<file path="config.mk">
export PLATFORM = sky130hd
export DESIGN_NAME = reorder_buffer_flat
export DESIGN_NICKNAME = d
export VERILOG_FILES = /design/src/rtl/reorder_buffer_if.sv /design/src/rtl/reorder_buffer.sv /design/src/flat_wrapper.sv
export SDC_FILE = /design/constraint.sdc
export NUM_CORES = 2
export LEC_CHECK = 0
export CAP_MARGIN = 30
export CELL_PAD_IN_SITES_DETAIL_PLACEMENT = 1
export CELL_PAD_IN_SITES_GLOBAL_PLACEMENT = 2
export CORE_MARGIN = 1.5
export CORE_UTILIZATION = 49
export CTS_BUF_LIST = sky130_fd_sc_hd__clkbuf_4 sky130_fd_sc_hd__clkbuf_8
export CTS_CLUSTER_DIAMETER = 200
export DETAILED_ROUTE_END_ITERATION = 16
export PLACE_DENSITY_LB_ADDON = 0.08
export SLEW_MARGIN = 10
export SYNTH_ARGS = -nofsm -noshare
export SYNTH_HDL_FRONTEND = slang
export SYNTH_SLANG_ARGS = --single-unit
</file>
<file path="constraint.sdc">
create_clock -name clk -period 8.28 [get_ports clk]
set_clock_uncertainty 0.05 [all_clocks]
set_input_delay 1.656 -clock clk [delete_from_list [all_inputs] [get_ports clk]]
set_output_delay 1.656 -clock clk [all_outputs]
set_load 0.01 [all_outputs]
</file>
<file path="src/rtl/reorder_buffer_if.sv">
// ---------------------------------------------------------------------------
// reorder_buffer_if
//
// Purpose: bundles the issue, writeback, operand-lookup, commit and rollback
// signals of the reorder buffer into one interface so the core and the ROB
// connect through a single port.
//
// Modports:
//   master - the core side (decoder / writeback bus / register file view):
//            drives issue_*, wb_*, q1_pos, q2_pos; observes everything else.
//   slave  - the reorder buffer itself.
//
// Signal summary:
//   rob_full, issue_pos         : allocation status / next tail index
//   issue, issue_rd, issue_is_br, issue_pred_pc, issue_ready, issue_val
//                               : one new instruction per cycle
//   wb_en, wb_pos, wb_val, wb_next_pc
//                               : result writeback bus
//   q1_pos/q2_pos -> q1_rdy/q1_val, q2_rdy/q2_val
//                               : operand lookups for the decoder
//   commit, commit_rd, commit_val, commit_rob_pos
//                               : registered retire port to the register file
//   rollback, rollback_pc       : registered mispredict flush
// ---------------------------------------------------------------------------
interface reorder_buffer_if #(
  parameter int ROB_AW = 4
);

  logic              rob_full;
  logic [ROB_AW-1:0] issue_pos;

  logic              issue;
  logic [4:0]        issue_rd;
  logic              issue_is_br;
  logic [31:0]       issue_pred_pc;
  logic              issue_ready;
  logic [31:0]       issue_val;

  logic              wb_en;
  logic [ROB_AW-1:0] wb_pos;
  logic [31:0]       wb_val;
  logic [31:0]       wb_next_pc;

  logic [ROB_AW-1:0] q1_pos;
  logic [ROB_AW-1:0] q2_pos;
  logic              q1_rdy;
  logic              q2_rdy;
  logic [31:0]       q1_val;
  logic [31:0]       q2_val;

  logic              commit;
  logic [4:0]        commit_rd;
  logic [31:0]       commit_val;
  logic [ROB_AW-1:0] commit_rob_pos;

  logic              rollback;
  logic [31:0]       rollback_pc;

  modport master (
    input  rob_full, issue_pos,
    output issue, issue_rd, issue_is_br, issue_pred_pc, issue_ready, issue_val,
    output wb_en, wb_pos, wb_val, wb_next_pc,
    output q1_pos, q2_pos,
    input  q1_rdy, q2_rdy, q1_val, q2_val,
    input  commit, commit_rd, commit_val, commit_rob_pos,
    input  rollback, rollback_pc
  );

  modport slave (
    output rob_full, issue_pos,
    input  issue, issue_rd, issue_is_br, issue_pred_pc, issue_ready, issue_val,
    input  wb_en, wb_pos, wb_val, wb_next_pc,
    input  q1_pos, q2_pos,
    output q1_rdy, q2_rdy, q1_val, q2_val,
    output commit, commit_rd, commit_val, commit_rob_pos,
    output rollback, rollback_pc
  );

endinterface

</file>
<file path="src/rtl/reorder_buffer.sv">
// ---------------------------------------------------------------------------
// reorder_buffer
//
// Purpose: circular in-order retirement buffer for the Tomasulo core.
// Allocates one entry per cycle at the tail, captures results from the
// writeback bus, and retires completed head entries in program order,
// driving the register file commit port and the global rollback pulse on a
// branch misprediction.
//
// Ports:
//   clk  - clock, all state updates on the rising edge
//   rst  - synchronous active-low reset, has priority over rdy
//   rdy  - clock enable; when low every register holds its value
//   rob  - reorder_buffer_if.slave (issue / writeback / lookup / commit /
//          rollback signals, see reorder_buffer_if.sv)
//
// Parameters:
//   ROB_SIZE - number of entries (power of two)
//   ROB_AW   - entry index width, log2(ROB_SIZE)
//
// Configuration macro:
//   ROB_FWD_EN - when defined, the q1/q2 lookups forward a same-cycle
//                writeback to a valid entry; when undefined a result becomes
//                visible to the lookups one cycle after its writeback.
// ---------------------------------------------------------------------------
module reorder_buffer #(
  parameter int ROB_SIZE = 16,
  parameter int ROB_AW   = 4
) (
  input logic             clk,
  input logic             rst,
  input logic             rdy,
  reorder_buffer_if.slave rob
);

  localparam logic [ROB_AW:0]   FULL_COUNT = (ROB_AW + 1)'(ROB_SIZE);
  localparam logic [ROB_AW-1:0] POS_ONE    = ROB_AW'(1);

  // Per-entry status bits (reset) and payload (no reset needed: a payload
  // is only ever read while its valid bit is set).
  logic [ROB_SIZE-1:0] ent_valid;
  logic [ROB_SIZE-1:0] ent_ready;
  logic [ROB_SIZE-1:0] ent_is_br;
  logic [4:0]          ent_rd      [ROB_SIZE];
  logic [31:0]         ent_val     [ROB_SIZE];
  logic [31:0]         ent_pred_pc [ROB_SIZE];
  logic [31:0]         ent_next_pc [ROB_SIZE];

  // Circular pointers and occupancy.  count needs one extra bit so that a
  // completely full buffer is distinguishable from an empty one.
  logic [ROB_AW-1:0] head;
  logic [ROB_AW-1:0] tail;
  logic [ROB_AW:0]   count;

  // Registered retire / rollback outputs.
  logic              commit_q;
  logic [4:0]        commit_rd_q;
  logic [31:0]       commit_val_q;
  logic [ROB_AW-1:0] commit_pos_q;
  logic              rollback_q;
  logic [31:0]       rollback_pc_q;

  // Per-cycle decisions.
  logic              issue_accept;
  logic              wb_hit;
  logic              retire;
  logic              mispredict;
  logic [ROB_AW:0]   count_next;

  assign rob.rob_full       = (count == FULL_COUNT);
  assign rob.issue_pos      = tail;
  assign rob.commit         = commit_q;
  assign rob.commit_rd      = commit_rd_q;
  assign rob.commit_val     = commit_val_q;
  assign rob.commit_rob_pos = commit_pos_q;
  assign rob.rollback       = rollback_q;
  assign rob.rollback_pc    = rollback_pc_q;

  // Decide what happens this cycle.  While a rollback pulse is out, the
  // cycle is spent flushing, so issue, writeback and retire are all
  // suppressed.  Fullness is judged on the current count only, so a retire
  // in the same cycle does not free a slot for an issue until next cycle.
  always_comb begin
    issue_accept = rob.issue && !rob.rob_full && !rollback_q;
    wb_hit       = rob.wb_en && ent_valid[rob.wb_pos] && !rollback_q;
    retire       = ent_valid[head] && ent_ready[head] && !rollback_q;
    mispredict   = retire && ent_is_br[head] &&
                   (ent_next_pc[head] != ent_pred_pc[head]);
    count_next   = count + (ROB_AW + 1)'(issue_accept) - (ROB_AW + 1)'(retire);
  end

  // Operand lookups for the decoder.  The stored entry state is the baseline;
  // with forwarding enabled a writeback landing on the looked-up valid entry
  // this very cycle overrides it so the consumer does not lose a cycle.
  always_comb begin
    rob.q1_rdy = ent_valid[rob.q1_pos] && ent_ready[rob.q1_pos];
    rob.q1_val = ent_val[rob.q1_pos];
    rob.q2_rdy = ent_valid[rob.q2_pos] && ent_ready[rob.q2_pos];
    rob.q2_val = ent_val[rob.q2_pos];
`ifdef ROB_FWD_EN
    if (rob.wb_en && (rob.wb_pos == rob.q1_pos) && ent_valid[rob.q1_pos]) begin
      rob.q1_rdy = 1'b1;
      rob.q1_val = rob.wb_val;
    end
    if (rob.wb_en && (rob.wb_pos == rob.q2_pos) && ent_valid[rob.q2_pos]) begin
      rob.q2_rdy = 1'b1;
      rob.q2_val = rob.wb_val;
    end
`else
`endif
  end

  // Control state: pointers, occupancy, status bits and the registered
  // commit / rollback outputs.  Reset wins over rdy; with rdy low everything
  // (including a pending commit or rollback pulse) simply holds.
  //
  // Within a normal cycle the status updates are ordered writeback, retire,
  // issue, so that when issue and writeback target the same index the newly
  // issued entry's ready bit wins.  Retire and issue can never hit the same
  // slot: head == tail only when the buffer is empty (nothing to retire) or
  // full (issue refused).
  always_ff @(posedge clk) begin
    if (!rst) begin
      ent_valid     <= '0;
      ent_ready     <= '0;
      head          <= '0;
      tail          <= '0;
      count         <= '0;
      commit_q      <= 1'b0;
      commit_rd_q   <= '0;
      commit_val_q  <= '0;
      commit_pos_q  <= '0;
      rollback_q    <= 1'b0;
      rollback_pc_q <= '0;
    end else if (rdy) begin
      if (rollback_q) begin
        ent_valid  <= '0;
        head       <= '0;
        tail       <= '0;
        count      <= '0;
        commit_q   <= 1'b0;
        rollback_q <= 1'b0;
      end else begin
        if (wb_hit) begin
          ent_ready[rob.wb_pos] <= 1'b1;
        end
        if (retire) begin
          ent_valid[head] <= 1'b0;
          head            <= head + POS_ONE;
          commit_rd_q     <= ent_rd[head];
          commit_val_q    <= ent_val[head];
          commit_pos_q    <= head;
        end
        if (issue_accept) begin
          ent_valid[tail] <= 1'b1;
          ent_ready[tail] <= rob.issue_ready;
          tail            <= tail + POS_ONE;
        end
        count      <= count_next;
        commit_q   <= retire;
        rollback_q <= mispredict;
        if (mispredict) begin
          rollback_pc_q <= ent_next_pc[head];
        end
      end
    end
  end

  // Entry payload.  Writes are gated the same way as the status bits; the
  // issue write comes last so it wins over a same-index writeback.  At issue
  // next_pc is seeded with the predicted PC, so an entry that is complete at
  // issue (never written back) can never be mistaken for a mispredict.
  always_ff @(posedge clk) begin
    if (rdy) begin
      if (wb_hit) begin
        ent_val[rob.wb_pos]     <= rob.wb_val;
        ent_next_pc[rob.wb_pos] <= rob.wb_next_pc;
      end
      if (issue_accept) begin
        ent_rd[tail]      <= rob.issue_rd;
        ent_is_br[tail]   <= rob.issue_is_br;
        ent_pred_pc[tail] <= rob.issue_pred_pc;
        ent_next_pc[tail] <= rob.issue_pred_pc;
        ent_val[tail]     <= rob.issue_val;
      end
    end
  end

endmodule

</file>
<file path="src/flat_wrapper.sv">
// flat-port wrapper written by rule: the top's interface ports become plain ports
module reorder_buffer_flat 
#(
  parameter int ROB_SIZE = 16,
  parameter int ROB_AW   = 4
)
  (clk, rst, rdy, rob_rob_full, rob_issue_pos, rob_issue, rob_issue_rd, rob_issue_is_br, rob_issue_pred_pc, rob_issue_ready, rob_issue_val, rob_wb_en, rob_wb_pos, rob_wb_val, rob_wb_next_pc, rob_q1_pos, rob_q2_pos, rob_q1_rdy, rob_q2_rdy, rob_q1_val, rob_q2_val, rob_commit, rob_commit_rd, rob_commit_val, rob_commit_rob_pos, rob_rollback, rob_rollback_pc);
  reorder_buffer_if #(.ROB_AW(ROB_AW)) rob_i ();
  input logic clk;
  input logic rst;
  input logic rdy;
  output wire logic [$bits(rob_i.rob_full)-1:0] rob_rob_full;
  output wire logic [$bits(rob_i.issue_pos)-1:0] rob_issue_pos;
  input wire logic [$bits(rob_i.issue)-1:0] rob_issue;
  input wire logic [$bits(rob_i.issue_rd)-1:0] rob_issue_rd;
  input wire logic [$bits(rob_i.issue_is_br)-1:0] rob_issue_is_br;
  input wire logic [$bits(rob_i.issue_pred_pc)-1:0] rob_issue_pred_pc;
  input wire logic [$bits(rob_i.issue_ready)-1:0] rob_issue_ready;
  input wire logic [$bits(rob_i.issue_val)-1:0] rob_issue_val;
  input wire logic [$bits(rob_i.wb_en)-1:0] rob_wb_en;
  input wire logic [$bits(rob_i.wb_pos)-1:0] rob_wb_pos;
  input wire logic [$bits(rob_i.wb_val)-1:0] rob_wb_val;
  input wire logic [$bits(rob_i.wb_next_pc)-1:0] rob_wb_next_pc;
  input wire logic [$bits(rob_i.q1_pos)-1:0] rob_q1_pos;
  input wire logic [$bits(rob_i.q2_pos)-1:0] rob_q2_pos;
  output wire logic [$bits(rob_i.q1_rdy)-1:0] rob_q1_rdy;
  output wire logic [$bits(rob_i.q2_rdy)-1:0] rob_q2_rdy;
  output wire logic [$bits(rob_i.q1_val)-1:0] rob_q1_val;
  output wire logic [$bits(rob_i.q2_val)-1:0] rob_q2_val;
  output wire logic [$bits(rob_i.commit)-1:0] rob_commit;
  output wire logic [$bits(rob_i.commit_rd)-1:0] rob_commit_rd;
  output wire logic [$bits(rob_i.commit_val)-1:0] rob_commit_val;
  output wire logic [$bits(rob_i.commit_rob_pos)-1:0] rob_commit_rob_pos;
  output wire logic [$bits(rob_i.rollback)-1:0] rob_rollback;
  output wire logic [$bits(rob_i.rollback_pc)-1:0] rob_rollback_pc;
  assign rob_rob_full = rob_i.rob_full;
  assign rob_issue_pos = rob_i.issue_pos;
  assign rob_i.issue = rob_issue;
  assign rob_i.issue_rd = rob_issue_rd;
  assign rob_i.issue_is_br = rob_issue_is_br;
  assign rob_i.issue_pred_pc = rob_issue_pred_pc;
  assign rob_i.issue_ready = rob_issue_ready;
  assign rob_i.issue_val = rob_issue_val;
  assign rob_i.wb_en = rob_wb_en;
  assign rob_i.wb_pos = rob_wb_pos;
  assign rob_i.wb_val = rob_wb_val;
  assign rob_i.wb_next_pc = rob_wb_next_pc;
  assign rob_i.q1_pos = rob_q1_pos;
  assign rob_i.q2_pos = rob_q2_pos;
  assign rob_q1_rdy = rob_i.q1_rdy;
  assign rob_q2_rdy = rob_i.q2_rdy;
  assign rob_q1_val = rob_i.q1_val;
  assign rob_q2_val = rob_i.q2_val;
  assign rob_commit = rob_i.commit;
  assign rob_commit_rd = rob_i.commit_rd;
  assign rob_commit_val = rob_i.commit_val;
  assign rob_commit_rob_pos = rob_i.commit_rob_pos;
  assign rob_rollback = rob_i.rollback;
  assign rob_rollback_pc = rob_i.rollback_pc;
  reorder_buffer #(.ROB_SIZE(ROB_SIZE), .ROB_AW(ROB_AW)) u_core (.clk(clk), .rst(rst), .rdy(rdy), .rob(rob_i));
endmodule
</file>
==> qor.txt <==
==============================================================================
Outcome ......................................................... finished clean
Tightest slew margin relative to the limit ......................       0.2861
Sequential fraction of the synthesis area .......................       0.5875
Number of antenna-violating nets in the routed design ...........            0
Maximum fanout count along the critical path ....................           48
P_sw ............................................................   0.004575 W
Detail-routed via count per cell ................................        6.686
Cells after Synth ...............................................        4,803
Family with the most delay on the worst path .................... buffers and inverters
Predominant post-synthesis flop cell ............................     edfxtp_1
Routed wire per std cell ........................................     37.50 um
Number of placement rows ........................................          155
Clock-pin slew on the worst setup and hold paths ................      0.06 ns
Number of inserted filler cells in the final layout .............       15,870
Aggregate global-route resource usage ...........................       0.3201
Least-Margin Pin Slew ...........................................     1.071 ns
Clock power frac ................................................        0.420
Final Net Count .................................................        5,262
DP Wirelength ...................................................   163,700 um
Mean post-synth cell area .......................................   18.25 um^2
Power density of the placed cells ............................... 196.5 mW/mm^2
Number of endpoints failing setup at the final stage ............            0
Critical Path Slowest Stage Cell ................................       mux4_2
CTS Buffer Depth ................................................            4
Total Wirelength ................................................   289,000 um
Worst min path class ............................................ flop to flop
Starting utilization of the core area ...........................       0.4923
Max cap viols ...................................................            0
Worst Setup End Kind ............................................ primary output
Number of DRC violations after detailed routing .................            0
Number of vias in the routed layout .............................       51,540
Worst slack, placed .............................................     2.162 ns
Net switching share of the total power ..........................       0.2334
Root Buffer .....................................................     clkbuf_8
Warnings, synthesis .............................................            0
Unrepaired setup endpoints after global routing .................        false
Initial detailed-routing violation count ........................        5,840
Post-synthesis net count ........................................        4,970
Leakage .........................................................     31.50 nW
Die Y ...........................................................     425.9 um
Die X ...........................................................     425.9 um
Final hold slack ................................................    0.4098 ns
First-pass GRT wire length ......................................   409,900 um
Core Footprint ..................................................  0.1780 mm^2
Post-CTS Setup Inserts ..........................................            0
Fraction of registers with async set/reset ......................            0
# H-tree levels .................................................            5
Count of buffers from port buffering ............................          297
Ordered cell list for the critical path ......................... buf_8 > buf_4 > mux4_2 > mux4_2 > clkdlybuf4s50_1
TritonCTS clock tree ............................................        built
Sequential power share ..........................................        0.501
Largest net degree at the start of global routing ...............          122
Number of global-route vias before repair .......................       53,990
Layout overhead on the synthesized area .........................       13.81%
Post-cts resize count ...........................................            0
Sum of negative setup slack .....................................         0 ns
Highest Clock Rate ..............................................    166.1 MHz
Slowest cell delay on critical path .............................      0.58 ns
Number of distinct library cells after synthesis ................           58
Most frequent cells in the layout ............................... edfxtp_1 (1,632), mux2_2 (1,024), mux4_2 (791), clkbuf_8 (351), clkdlybuf4s50_1 (284)
Post-route clock period utilization .............................       0.7269
Internal ........................................................    0.01503 W
Overflow after GRT ..............................................            0
Total die area ..................................................  0.1814 mm^2
Final critical delay including setup and external delays ........     6.019 ns
Final worst-path setup slack ....................................     2.261 ns
Post-synth EDFFs ................................................        1,632
Number of flip-flops and latches in the synthesized netlist .....        1,756
I/O Pins ........................................................          298
Initial antenna violation count .................................           33
Data arrival time of the critical path ..........................      4.31 ns
Critical path buffer and inverter count .........................            3
Number of buffers inserted during clock tree synthesis ..........          320
CP most frequent cell ...........................................       mux4_2
Hold buffers post-CTS ...........................................            0
Worst Path Required .............................................      6.57 ns
Insertion delay of the later-clocked pin in the worst-skew pair .      1.08 ns
Combinational share of power ....................................        0.079
Max VDD drop ....................................................    0.1150 mV
Setup crit start kind ...........................................   input port
Final estimated routing congestion in global placement ..........       0.8096
Post-synthesis instance area .................................... 0.08764 mm^2
Slew Limit Fails ................................................            0
TritonRoute pass-1 iters ........................................            5
Leading cell type in the layout, fill and taps excluded .........     edfxtp_1
Crit Path Class ................................................. input port to primary output
Fraction of final layout cells sized beyond drive strength 1 ....       0.4805
Final hold violations ...........................................            0
Count of clock tree sinks .......................................        1,756
==============================================================================
flip-flops by register name (all words and copies together), names as in the netlist, 16 cells and up, named ones only:
register	flops
u_core.ent_is_br	16
u_core.rob.rollback_pc	32
u_core.rob.commit_val	32
u_core.ent_valid	16
u_core.ent_val	512
u_core.ent_rd	80
u_core.ent_pred_pc	512
u_core.ent_next_pc	512
u_core.ent_ready	16
path summary, 6_finish.rpt:
kind,startpoint,endpoint,slack [ns],cells after the start
setup / recovery,rob_q1_pos[0],rob_q1_val[1],2.26,5
hold / removal,u_core.rob.rollback_pc[6]$_SDFFE_PN0P_,u_core.rob.rollback_pc[6]$_SDFFE_PN0P_,0.41,2
setup reg to reg,flop,u_core.rob.rollback_pc[22]$_SDFFE_PN0P_,2.61,10
hold reg to reg,u_core.rob.rollback_pc[6]$_SDFFE_PN0P_,u_core.rob.rollback_pc[6]$_SDFFE_PN0P_,0.41,2
synth_stat cells, types with 3 or more instances:
| library cell | instances | area, um^2 |
|---|---|---|
| or3_1 | 4 | 25.02 |
| a22oi_1 | 18 | 135.1 |
| a221oi_1 | 33 | 289.0 |
| buf_2 | 17 | 85.08 |
| nor2_1 | 65 | 244.0 |
| buf_1 | 84 | 315.3 |
| o21ai_0 | 43 | 215.2 |
| o31ai_1 | 3 | 22.52 |
| and4_1 | 3 | 26.28 |
| xnor2_1 | 10 | 87.58 |
| xor2_1 | 15 | 131.4 |
| mux4_2 | 791 | 17810 |
| or2_2 | 3 | 18.77 |
| mux2_2 | 1024 | 11530 |
| dfxtp_1 | 124 | 2482 |
| nand4_1 | 4 | 25.02 |
| buf_8 | 6 | 90.09 |
| nor4_1 | 4 | 25.02 |
| nor2b_1 | 14 | 87.58 |
| mux2i_1 | 110 | 1101 |
| o221a_2 | 13 | 146.4 |
| nand2b_1 | 7 | 43.79 |
| buf_4 | 8 | 60.06 |
| a32oi_1 | 3 | 26.28 |
| edfxtp_1 | 1632 | 49010 |
| nor3_1 | 6 | 30.03 |
| ha_1 | 14 | 175.2 |
| o22a_1 | 3 | 26.28 |
| and3_1 | 7 | 43.79 |
| inv_1 | 38 | 142.6 |
| nand2_1 | 202 | 758.2 |
| buf_6 | 14 | 157.7 |
| and2_1 | 7 | 43.79 |
| clkbuf_1 | 349 | 1310 |
| a21boi_0 | 54 | 405.4 |
| nand3_1 | 3 | 15.01 |
| o21a_1 | 8 | 60.06 |
| a21oi_1 | 34 | 170.2 |
| a221o_1 | 4 | 40.04 |
logic make-up (layout without fill, tap and decap cells):
logic type                 count (synthesis)  in the layout  synth area share
muxes                                   1925           1925            0.3474
and+or+nand+nor                          333            333           0.01633
AOI/OAI and AO/OA                        230            230           0.01905
buffers and inverters                    519           1046           0.02497
other                                      0             23                 0
adders and majority gates                 15             15          0.002227
DFF                                     1756           1756            0.5875
xor gates and xnor gates                  25             25          0.002498
routing by layer:
metal,track usage,wire length (um)
met5,0,104
met4,0.1117,9850
met3,0.04914,20000
met2,0.5187,141000
met1,0.4430,118100
cell type report:
class | instances | area (um^2) | share of cell area
Antenna cell | 23 | 57.56 | 0.0005770
Clock buffer | 466 | 5694 | 0.05709
Clock inverter | 91 | 499.2 | 0.005005
Inverter | 40 | 152.6 | 0.001530
Multi-Input combinational cell | 2528 | 34240 | 0.3432
Sequential cell | 1756 | 51520 | 0.5165
Tap cell | 2355 | 2947 | 0.02954
Timing Repair Buffer | 449 | 4643 | 0.04655
metrics by stage:
step | power, W | util | area [um^2] | std cells
after floorplan | 0.01092 | - | 87640 | 4803
after global placement | 0.01150 | 0.5224 | 93010 | 7103
after detailed placement | 0.01155 | 0.5249 | 93440 | 7125
after CTS | 0.01972 | 0.5596 | 99630 | 7682
after global routing | 0.02015 | 0.5601 | 99710 | 7694
final | 0.01960 | 0.5603 | 99740 | 7708
worst reg2reg max path, delay by kind of cell, from the launching register on:
| kind | cells | cell delay, ns |
|---|---|---|
| DFF | 1 | 0.76 |
| muxes | 3 | 1.59 |
| and+or+nand+nor | 5 | 2.28 |
| buffers and inverters | 1 | 0.61 |
| xor gates and xnor gates | 1 | 0.28 |
power by group through the flow:
stage | Sequential [W] | Clock (W) | Combinational (W)
finish | 0.00983 | 0.00822 | 0.00155
global route | 0.00983 | 0.00868 | 0.00164
CTS | 0.00983 | 0.00834 | 0.00155
detailed placement | 0.0100 | 0 | 0.00154
global placement | 0.0100 | 0 | 0.00150
floorplan | 0.0100 | 0 | 0.000916
No activity file was read; power rests on OpenSTA's default activity.
